[config.mk]
export PLATFORM = sky130hd
export DESIGN_NAME = pwm_capture
export DESIGN_NICKNAME = d
export VERILOG_FILES = /design/src/rtl/pwm_pkg.sv /design/src/rtl/sync_edge.sv /design/src/rtl/pwm_capture.sv
export SDC_FILE = /design/constraint.sdc
export NUM_CORES = 1
export LEC_CHECK = 0
export ABC_CLOCK_PERIOD_IN_PS = 2800
export CAP_MARGIN = 20
export CORE_MARGIN = 4
export CORE_UTILIZATION = 40
export DETAILED_ROUTE_END_ITERATION = 8
export GPL_ROUTABILITY_DRIVEN = 0
export HOLD_SLACK_MARGIN = 0.08
export PLACE_DENSITY = 0.56
export SETUP_SLACK_MARGIN = 0.4
export SKIP_CTS_REPAIR_TIMING = 1
export SLEW_MARGIN = 0
export SYNTH_ARGS = -nofsm -noshare
export SYNTH_HDL_FRONTEND = slang
export SYNTH_SLANG_ARGS = --single-unit
[constraint.sdc]
create_clock -name clk -period 2.8 [get_ports clk]
set_input_delay 0.42 -clock clk [delete_from_list [all_inputs] [get_ports clk]]
set_output_delay 0.42 -clock clk [all_outputs]
set_load 0.05 [all_outputs]
[src/rtl/pwm_pkg.sv]
// pwm_pkg: types and constants shared by the PWM generator and capture blocks
package pwm_pkg;
  localparam int PWM_WIDTH = 8;
  typedef enum logic [1:0] {ACQUIRE, HIGH, LOW} capture_state_e;
  function automatic int pwm_period(input int width);
    return 1 << width;
  endfunction
endpackage

[src/rtl/sync_edge.sv]
// sync_edge: 2-FF synchronizer plus registered rise/fall pulses for one async input
module sync_edge (
  input  logic clk,
  input  logic reset,
  input  logic async_i,
  output logic level_o,
  output logic rise_o,
  output logic fall_o
);
  logic [2:0] sync_q;
  logic       rise_q;
  logic       fall_q;
  // sync_q[1:0] resolve metastability, sync_q[2] is the previous synchronized value
  always_ff @(posedge clk) begin
    if (reset) begin
      sync_q <= '0;
      rise_q <= 1'b0;
      fall_q <= 1'b0;
    end else begin
      sync_q <= {sync_q[1:0], async_i};
      rise_q <= sync_q[1] & ~sync_q[2];
      fall_q <= ~sync_q[1] & sync_q[2];
    end
  end
  assign level_o = sync_q[2];
  assign rise_o  = rise_q;
  assign fall_o  = fall_q;
endmodule

[src/rtl/pwm_capture.sv]
// pwm_capture: recovers the duty level of a 2**WIDTH-clock PWM waveform
module pwm_capture
  import pwm_pkg::*;
#(
  parameter int WIDTH  = PWM_WIDTH,
  parameter int TOL    = 2,
  parameter int LOCK_N = 4
) (
  input  logic             clk,
  input  logic             reset,
  input  logic             pwm_in,
  output logic [WIDTH-1:0] level,
  output logic             valid,
  output logic             locked,
  output logic             period_err
);
  localparam int CW = WIDTH + 1;
  localparam int GW = $clog2(LOCK_N + 1);
  localparam logic [CW-1:0]    PER_MIN  = CW'(pwm_period(WIDTH) - TOL);
  localparam logic [CW-1:0]    PER_MAX  = CW'(pwm_period(WIDTH) + TOL);
  localparam logic [WIDTH-1:0] LVL_MAX  = '1;
  localparam logic [GW-1:0]    LOCK_CNT = GW'(LOCK_N);

  capture_state_e   state_q;
  logic [CW-1:0]    hi_q, per_q, hi_inc, per_inc;
  logic [GW-1:0]    good_q, good_d;
  logic             sync_lvl, rise, fall;
  logic             timeout, evaluate, accept, reject;
  logic [WIDTH-1:0] meas_lvl, level_d;

  sync_edge u_sync (
    .clk    (clk),
    .reset  (reset),
    .async_i(pwm_in),
    .level_o(sync_lvl),
    .rise_o (rise),
    .fall_o (fall)
  );

  // A rise closes the running period; a static input is reported as 0 or full
  // scale once the period count would pass PERIOD+TOL
  always_comb begin
    per_inc  = &per_q ? per_q : per_q + 1'b1;
    hi_inc   = &hi_q ? hi_q : hi_q + 1'b1;
    timeout  = ~rise & (per_q == PER_MAX);
    evaluate = rise & (state_q != ACQUIRE);
    accept   = (evaluate & (per_q >= PER_MIN) & (per_q <= PER_MAX)) | timeout;
    reject   = evaluate & ~accept;
    meas_lvl = (hi_q > CW'(LVL_MAX)) ? LVL_MAX : hi_q[WIDTH-1:0];
    level_d  = timeout ? (sync_lvl ? LVL_MAX : '0) : meas_lvl;
    good_d   = reject ? '0 : (accept && good_q != LOCK_CNT) ? good_q + 1'b1 : good_q;
  end

  // Measurement FSM, counters and registered outputs; a rise both evaluates and restarts
  always_ff @(posedge clk) begin
    if (reset) begin
      state_q    <= ACQUIRE;
      hi_q       <= '0;
      per_q      <= '0;
      good_q     <= '0;
      level      <= '0;
      valid      <= 1'b0;
      locked     <= 1'b0;
      period_err <= 1'b0;
    end else begin
      valid      <= accept;
      period_err <= reject;
      good_q     <= good_d;
      locked     <= (good_d == LOCK_CNT);
      if (accept) level <= level_d;
      if (rise) begin
        state_q <= HIGH;
        hi_q    <= CW'(1);
        per_q   <= CW'(1);
      end else if (timeout) begin
        state_q <= ACQUIRE;
        hi_q    <= '0;
        per_q   <= '0;
      end else begin
        per_q <= per_inc;
        if (state_q == HIGH) begin
          if (fall) state_q <= LOW;
          else hi_q <= hi_inc;
        end
      end
    end
  end
endmodule

---- Word-level counts from Yosys, hierarchy flattened ----
Index checks and enable logic that the tools add are counted.
storage, ports and cells
  bits of input ports ..................... 3
  register bits after elaboration ......... 39
operators by class
  equality and inequality tests ........... 7
  magnitude comparators ................... 3
  mux-type cells .......................... 17
  add/sub/neg operators ................... 3
  bitwise gates (word level) .............. 14
  reduce and logical (&&, ||, !) cells .... 11
operators with widths
  cell                                                           count
  2-to-1 mux 8 bit                                               3
  adder 9 x 1 -> 9 bit, second input constant                    2
  AND reduction 9 bit                                            2
  2-to-1 mux 1 bit                                               12
  == test 9 bit, second input constant                           1
  >= comparator 9 x 8 -> 1 bit, second input constant            1
  greater-than comparator 9 x 8 -> 1 bit, second input constant  1
  less-or-equal comparator 9 bit, second input constant          1
  != test 3 x 2 -> 1 bit, second input constant                  3
  AND 1 bit                                                      7
  2-to-1 mux 3 bit                                               2
  NOT 1 bit                                                      6
  AND reduction 3 bit                                            2
  nonzero test 3 bit                                             2
  AND reduction 2 bit                                            2
  adder 3 x 1 -> 3 bit, second input constant                    1
  == test 3 bit, second input constant                           1
  != test 3 bit, second input constant                           1
  OR reduction 3 bit                                             1
  == test 2 x 1 -> 1 bit, second input constant                  1
  nonzero test 2 bit                                             1
  logical AND 1 bit                                              1
  OR 1 bit                                                       1

---- Logic depth before layout (Yosys ltp) ----
Gate-level depths: netlist of run 1.
  depth after elaboration ................. 9
  mapped depth ............................ 9
  depth with buffers taken out ............ 9

---- Hierarchy ----
A second synthesis of run 1 with hierarchy kept.
unflattened totals
  cell total of the unflattened synthesis .. 192
  area, all modules ....................... 1826.8 µm²
by module, submodules not included
  module       seq. area each (µm²)  area an instance (µm²)  instances  cells an instance
  pwm_capture  680.7                 1692.9                  1          182
  sync_edge    100.1                 133.9                   1          10

---- Worst setup path before layout of run 1 ----
No wires, ideal clock.
  path type ............................... register -> register
  start point ............................. register hi_q[0]
  end point ............................... register hi_q[5]
  arrival ................................. 1.921 ns
  library setup time ...................... 0.115 ns
  clock period less this slack ............ 2.036 ns
  cell stages (with the launch flop) ...... 10
  path buffers ............................ 0
  setup slack ............................. 0.764 ns
  cell sequence ........................... dfxtp_1 ha_1 nand2_1 nor2_1 ha_1 nor4b_2 nand4_1 nor2_1 xnor2_1 nor2_1
between the ends
  cells in the longest elaborated chain, start to end .. 3
ends and longest elaborated chain
  element                                                                       RTL line           source
  from (decl)                                                                   pwm_capture.sv:25  logic [CW-1:0] hi_q, per_q, hi_inc, per_inc;
  from (signal assigned)                                                        pwm_capture.sv:83  else hi_q <= hi_inc;
  parallel branches: the longest is 3 deep, another holds adder 9 x 1 -> 9 bit  --
Several ways; the timed one is not identified.
A chain may end at the register's enable or synchronous reset.

---- Worst setup path in the final report of run 1 ----
  start point ............................. register hi_q[0]
  end point ............................... register hi_q[7]
Same word-level chain as after synthesis.

==> results.sh, run 1 <==
export IMPL_htree_levels=2
export IMPL_root_buffer="clkbuf_8"
export IMPL_status="finished, final reports clean"
export IMPL_crit_fanout=8
export IMPL_fin_util_pct=49.5
export IMPL_synth_edf_count=0
export IMPL_wirelength_um=2960
export IMPL_overflow=0
export IMPL_cts_buffers=5
export IMPL_crit_type="reg2reg"
export IMPL_io_buffer_count=13
export IMPL_core_area_um2=4140
export IMPL_synth_async_reset_ratio_pct=0
export IMPL_initial_core_util_pct=42.8
export IMPL_final_cells=259
export IMPL_grt_pass1_vias=1162
export IMPL_clock_sinks=39
export IMPL_areaGrowthSynthToFinish_pct=15.4
export IMPL_worstHoldPathType="reg2reg"
export IMPL_via_per_inst=4.93
export IMPL_slew_violations=0
export IMPL_nets=219
export IMPL_synthTopCellsByArea="dfxtp_1 (44%), nor2_1 (7.8%), ha_1 (5.6%)"
export IMPL_fmax_mhz=494
export IMPL_layout_min_cycle_time_ns=2.02
export IMPL_grt_pass1_wl_um=5150
export IMPL_seq_area_um2=781
export IMPL_clk_latency_ns=0.29
export IMPL_skew_ns=0.00784
export IMPL_antenna_found_initial=0
export IMPL_synth_top_area_share_pct=44.0
export IMPL_irDropWorstVdd_mv=0.324
export IMPL_ys_seq_area_share_pct=44.0
export IMPL_hold_start="u_sync.sync_q[1]"
export IMPL_clk_path_buf_depth=2
export IMPL_syn_area_um2=1780
export IMPL_dpl_cell_area_um2=1950
export IMPL_min_period_over_period_pct=72.3
export IMPL_die_x_um=74.6
export IMPL_row_count=23
export IMPL_tightest_slew_ns=0.598
export IMPL_multiInputGateArea_um2=946
export IMPL_pre_cts_slack_ns=0.684
export IMPL_yosys_warnings=0
export IMPL_ys_types=38
export IMPL_dp_hpwl_um=2230
export IMPL_holdWs_ns=0.414
export IMPL_cp_start_kind="flip-flop"
export IMPL_placedCellCount=251
export IMPL_synth_cells=192
export IMPL_leakagePower_nw=0.762
export IMPL_cap_violations=0
export IMPL_syn_avg_cell_area_um2=9.25
export IMPL_diodes=0
export IMPL_tritoncts="built"
export IMPL_worst_slack_ns=0.776
export IMPL_grt_max_degree=18
export IMPL_synth_flop_cell="dfxtp_1"
export IMPL_crit_start="hi_q[0]"
export IMPL_finalSetupViolCount=0
export IMPL_finalSetupTns_ns=0
export IMPL_antenna_left=0
export IMPL_nFillCells=421
export IMPL_grt_use_total_pct=12.1
export IMPL_drc=0
export IMPL_synth_seq_cells=39
export IMPL_power_density_nw_per_um2=502
export IMPL_io_pins=14
export IMPL_dr_pass1_iters=4
export IMPL_rsz0062_at_grt="false"
export IMPL_yosys_area_top_type="dfxtp_1"
export IMPL_syn_num_nets=203
export IMPL_yosysMostFrequentCell="dfxtp_1"
export IMPL_arrival_ns=2.18
export IMPL_clkTransAtPathRegs_ns=0.07
export IMPL_crit_required_ns=2.96
export IMPL_endpoint_kind="flip-flop"
export IMPL_p_total_mw=1.03
export IMPL_hold_viol_final=0
export IMPL_r2r_start="hi_q[0]"
export IMPL_maxSlewHeadroom_pct=60.1
export IMPL_drtIter0Drc=77
export IMPL_synth_commonest_cells="dfxtp_1 (39), nor2_1 (37), nand2_1 (19)"
export IMPL_vias=1277
export IMPL_drive_above_1_share_pct=13.4
export IMPL_die_height_um=74.6
export IMPL_wl_per_cell_um=11.4
export IMPL_fin_area_um2=2050
export IMPL_die_area_um2=5570
-- kinds of logic after synthesis --
family,count (synthesis),share of synthesized area [%]
adder cells (fa/ha/maj),8,5.64
XOR/XNOR,15,7.40
multiplexers,3,1.69
flip-flops,39,44.0
AO/OA/AOI/OAI,21,9.51
buffers and inverters,11,2.75
AND/OR/NAND/NOR,95,29.0
-- placed cells by master, fill, tap and decap left out, types with 3 or more instances in the layout --
cell type,n
a21oi_1,5
clkbuf_8,7
clkdlybuf4s50_1,13
dfxtp_1,39
ha_1,8
inv_1,5
mux2i_1,3
nand2_1,19
nand3_1,5
nand4_1,4
nor2_1,37
nor2b_1,5
nor3_1,5
o21a_1,3
o21ai_2,8
xnor2_1,7
xor2_1,8
-- critical path: stages, from the launching register on --
cell     delay (ns)
dfxtp_1        0.36
ha_1           0.24
nand2_1        0.09
nor2_1         0.07
ha_1           0.19
nor4b_2        0.21
buf_4          0.19
nand4_1        0.19
nor2_1         0.18
xnor2_1        0.14
nor2_1         0.05
-- path summary, 6_finish.rpt --
check	end	slack, ns	cells past startpoint
worst max-delay path	hi_q[7]	0.78	10
worst min-delay path	u_sync.fall_o	0.41	1
worst max register to register	hi_q[7]	0.78	10
worst min register to register	u_sync.fall_o	0.41	1
-- where the power goes --
group / switching [mW] / leakage [nW] / total [mW] / internal, mW
clock network: 0.185 / 0.0515 / 0.409 / 0.225
logic: 0.0253 / 0.395 / 0.0453 / 0.0200
registers: 0.0119 / 0.316 / 0.575 / 0.563
-- state kept, by name, summed over array words and instances, names as in the netlist --
| signal | cells |
|---|---|
| good_q | 3 |
| hi_q | 9 |
| level | 8 |
| locked | 1 |
| per_q | 9 |
| period_err | 1 |
| state_q | 2 |
| u_sync.fall_o | 1 |
| u_sync.rise_o | 1 |
| u_sync.sync_q | 3 |
| valid | 1 |
-- layer usage --
metal	share of wire, %	global-route usage (%)	wire length (um)	vias up
met4	1.4	5.34	42	0
met2	46	19.4	1360	14
met5	0	0	0	-
met1	49	15.6	1460	583
met3	3.3	2.80	99	6
li1	-	-	-	674
-- final cells by class --
cell class | count | area share (%)
Clock buffer | 8 | 4.88
Timing Repair Buffer | 14 | 6.72
Multi-Input combinational cell | 142 | 46.2
Sequential cell | 39 | 38.1
Tap cell | 50 | 3.05
Inverter | 6 | 1.10
(Power assumes the default switching activity.)
==> run 2: changes to the inputs <==
--- a/config.mk
+++ b/config.mk
@@ -5,7 +5,7 @@
 export SDC_FILE = /design/constraint.sdc
 export NUM_CORES = 1
 export LEC_CHECK = 0
-export ABC_CLOCK_PERIOD_IN_PS = 2800
+export ABC_CLOCK_PERIOD_IN_PS = 2100
 export CAP_MARGIN = 20
 export CORE_MARGIN = 4
 export CORE_UTILIZATION = 40
==> constraint.sdc (replaced) <==
create_clock -name clk -period 2.1 [get_ports clk]
set_input_delay 0.315 -clock clk [delete_from_list [all_inputs] [get_ports clk]]
set_output_delay 0.315 -clock clk [all_outputs]
set_load 0.05 [all_outputs]
==> results.sh, run 2 (synthesis results as in run 1) <==
export IMPL_status="finished, final reports clean"
export IMPL_grt_pass1_wl_um=5820
export IMPL_arrival_ns=2.00
export IMPL_tritoncts="built"
export IMPL_path_depth=8
export IMPL_path_buf_inv=3
export IMPL_critPathCapture="level[1]"
export IMPL_layout_common_cells="nor2_1 (32), dfxtp_1 (26), nand2_1 (15)"
export IMPL_r2r_start="per_q[4]"
export IMPL_diodes=0
export IMPL_final_cells=272
export IMPL_cp_start_kind="flip-flop"
export IMPL_crit_path_cell_trace="nor4b_4 > nand2_2 > nor4b_4 > buf_4 > inv_4 > o21ai_4 > buf_12 > o21ai_2"
export IMPL_crit_type="reg2reg"
export IMPL_hold_viol_final=0
export IMPL_maxSlewHeadroom_pct=66.0
export IMPL_crit_start="per_q[4]"
export IMPL_die_x_um=74.6
export IMPL_wl_per_cell_um=13.2
export IMPL_drc=0
export IMPL_finalSetupTns_ns=0
export IMPL_wirelength_um=3580
export IMPL_vias=1376
export IMPL_die_area_um2=5570
export IMPL_r2r_cells=8
export IMPL_hold_start="u_sync.sync_q[1]"
export IMPL_cap_violations=0
export IMPL_root_buffer="clkbuf_8"
export IMPL_areaGrowthSynthToFinish_pct=33.2
export IMPL_io_pins=14
export IMPL_clock_sinks=39
export IMPL_drive_above_1_share_pct=34.2
export IMPL_antenna_left=0
export IMPL_grt_max_degree=18
export IMPL_skew_ns=0.00260
export IMPL_irDropWorstVdd_mv=0.309
export IMPL_htree_levels=2
export IMPL_clk_path_buf_depth=2
export IMPL_cp_slowest_cell="dfxtp_4"
export IMPL_core_area_um2=4140
export IMPL_max_stage_delay_ns=0.37
export IMPL_grt_pass1_vias=1286
export IMPL_nFillCells=360
export IMPL_dr_pass1_iters=4
export IMPL_reg2reg_to="level[1]"
export IMPL_clk_latency_ns=0.29
export IMPL_grt_use_total_pct=13.7
export IMPL_worstHoldPathType="reg2reg"
export IMPL_dp_hpwl_um=2450
export IMPL_cp_common_cell="nor4b_4"
export IMPL_rsz0062_at_grt="true"
export IMPL_slew_violations=0
export IMPL_holdWs_ns=0.414
export IMPL_die_height_um=74.6
export IMPL_worst_slack_ns=0.288
export IMPL_tightest_slew_ns=0.510
export IMPL_nets=232
export IMPL_antenna_found_initial=0
export IMPL_reg2reg_setup_slack_ns=0.29
export IMPL_via_per_inst=5.06
export IMPL_cts_buffers=5
export IMPL_initial_core_util_pct=42.8
export IMPL_critical_path_top_delay_family="simple AND/OR/NAND/NOR gates"
export IMPL_io_buffer_count=13
export IMPL_endpoint_kind="flip-flop"
export IMPL_crit_required_ns=2.28
export IMPL_leakagePower_nw=1.06
export IMPL_power_density_nw_per_um2=590
export IMPL_fmax_mhz=552
export IMPL_final_common_cell="nor2_1"
export IMPL_pre_cts_slack_ns=0.177
export IMPL_placedCellCount=252
export IMPL_row_count=23
export IMPL_crit_fanout=7
export IMPL_layout_min_cycle_time_ns=1.81
export IMPL_finalSetupViolCount=0
export IMPL_reg_largest_list="hi_q (9), per_q (9), level (8)"
export IMPL_overflow=0
export IMPL_clkTransAtPathRegs_ns=0.07
export IMPL_drtIter0Drc=33
export IMPL_min_period_over_period_pct=86.3
==> run 2: changes by cell type in the layout (fill, tap and decap cells not counted), moves of 8 or more <==
cell,previous run,this run
dfxtp_4,0,8
dlymetal6s2s_1,0,11
buf_4,1,12
dfxtp_1,39,26
clkdlybuf4s50_1,13,2
==> run 2: how the worst min path moves through the flow <==
stage                                to  cells after the start
after detailed placement  u_sync.fall_o                      1
after global routing      u_sync.fall_o                      1
after CTS                 u_sync.fall_o                      1
after floorplan           u_sync.fall_o                      1
final                     u_sync.fall_o                      1
after global placement    u_sync.fall_o                      1
==> run 2: area by class of cell <==
| class | instances | area [um^2] | area share (%) |
|---|---|---|---|
| Clock buffer | 8 | 100 | 4.23 |
| Inverter | 6 | 25.0 | 1.06 |
| Multi-Input combinational cell | 142 | 1080 | 45.7 |
| Sequential cell | 39 | 817 | 34.6 |
| Tap cell | 50 | 62.6 | 2.65 |
| Timing Repair Buffer | 27 | 279 | 11.8 |
==> run 2: worst reg2reg max path: cells and delay by family, from the launching register on <==
kind	cells	cell delay (ns)
simple gates	3	0.74
flops	1	0.37
compound gates	2	0.23
buf+inv	3	0.38
==> run 2: power breakdown <==
part           internal (mW)  total [mW]  switching (mW)
combinational         0.0353      0.0772          0.0419
sequential             0.743       0.761          0.0174
clock                  0.300       0.556           0.257
==> run 2: metrics by stage <==
step                      power, mW  cell area (um^2)  util (%)
after CTS                      1.41              2100      50.6
final                          1.39              2360      57.1
after global placement        0.849              2000      48.2
after floorplan               0.833              1820         -
after global routing           1.45              2360      57.1
after detailed placement      0.852              2000      48.2
==> run 2: layer usage <==
layer | vias up | wire length, um | global-route usage, %
met5 | - | 0 | 0
met4 | 0 | 60 | 5.34
li1 | 698 | - | -
met2 | 14 | 1760 | 22.1
met1 | 658 | 1640 | 17.1
met3 | 6 | 110 | 4.41
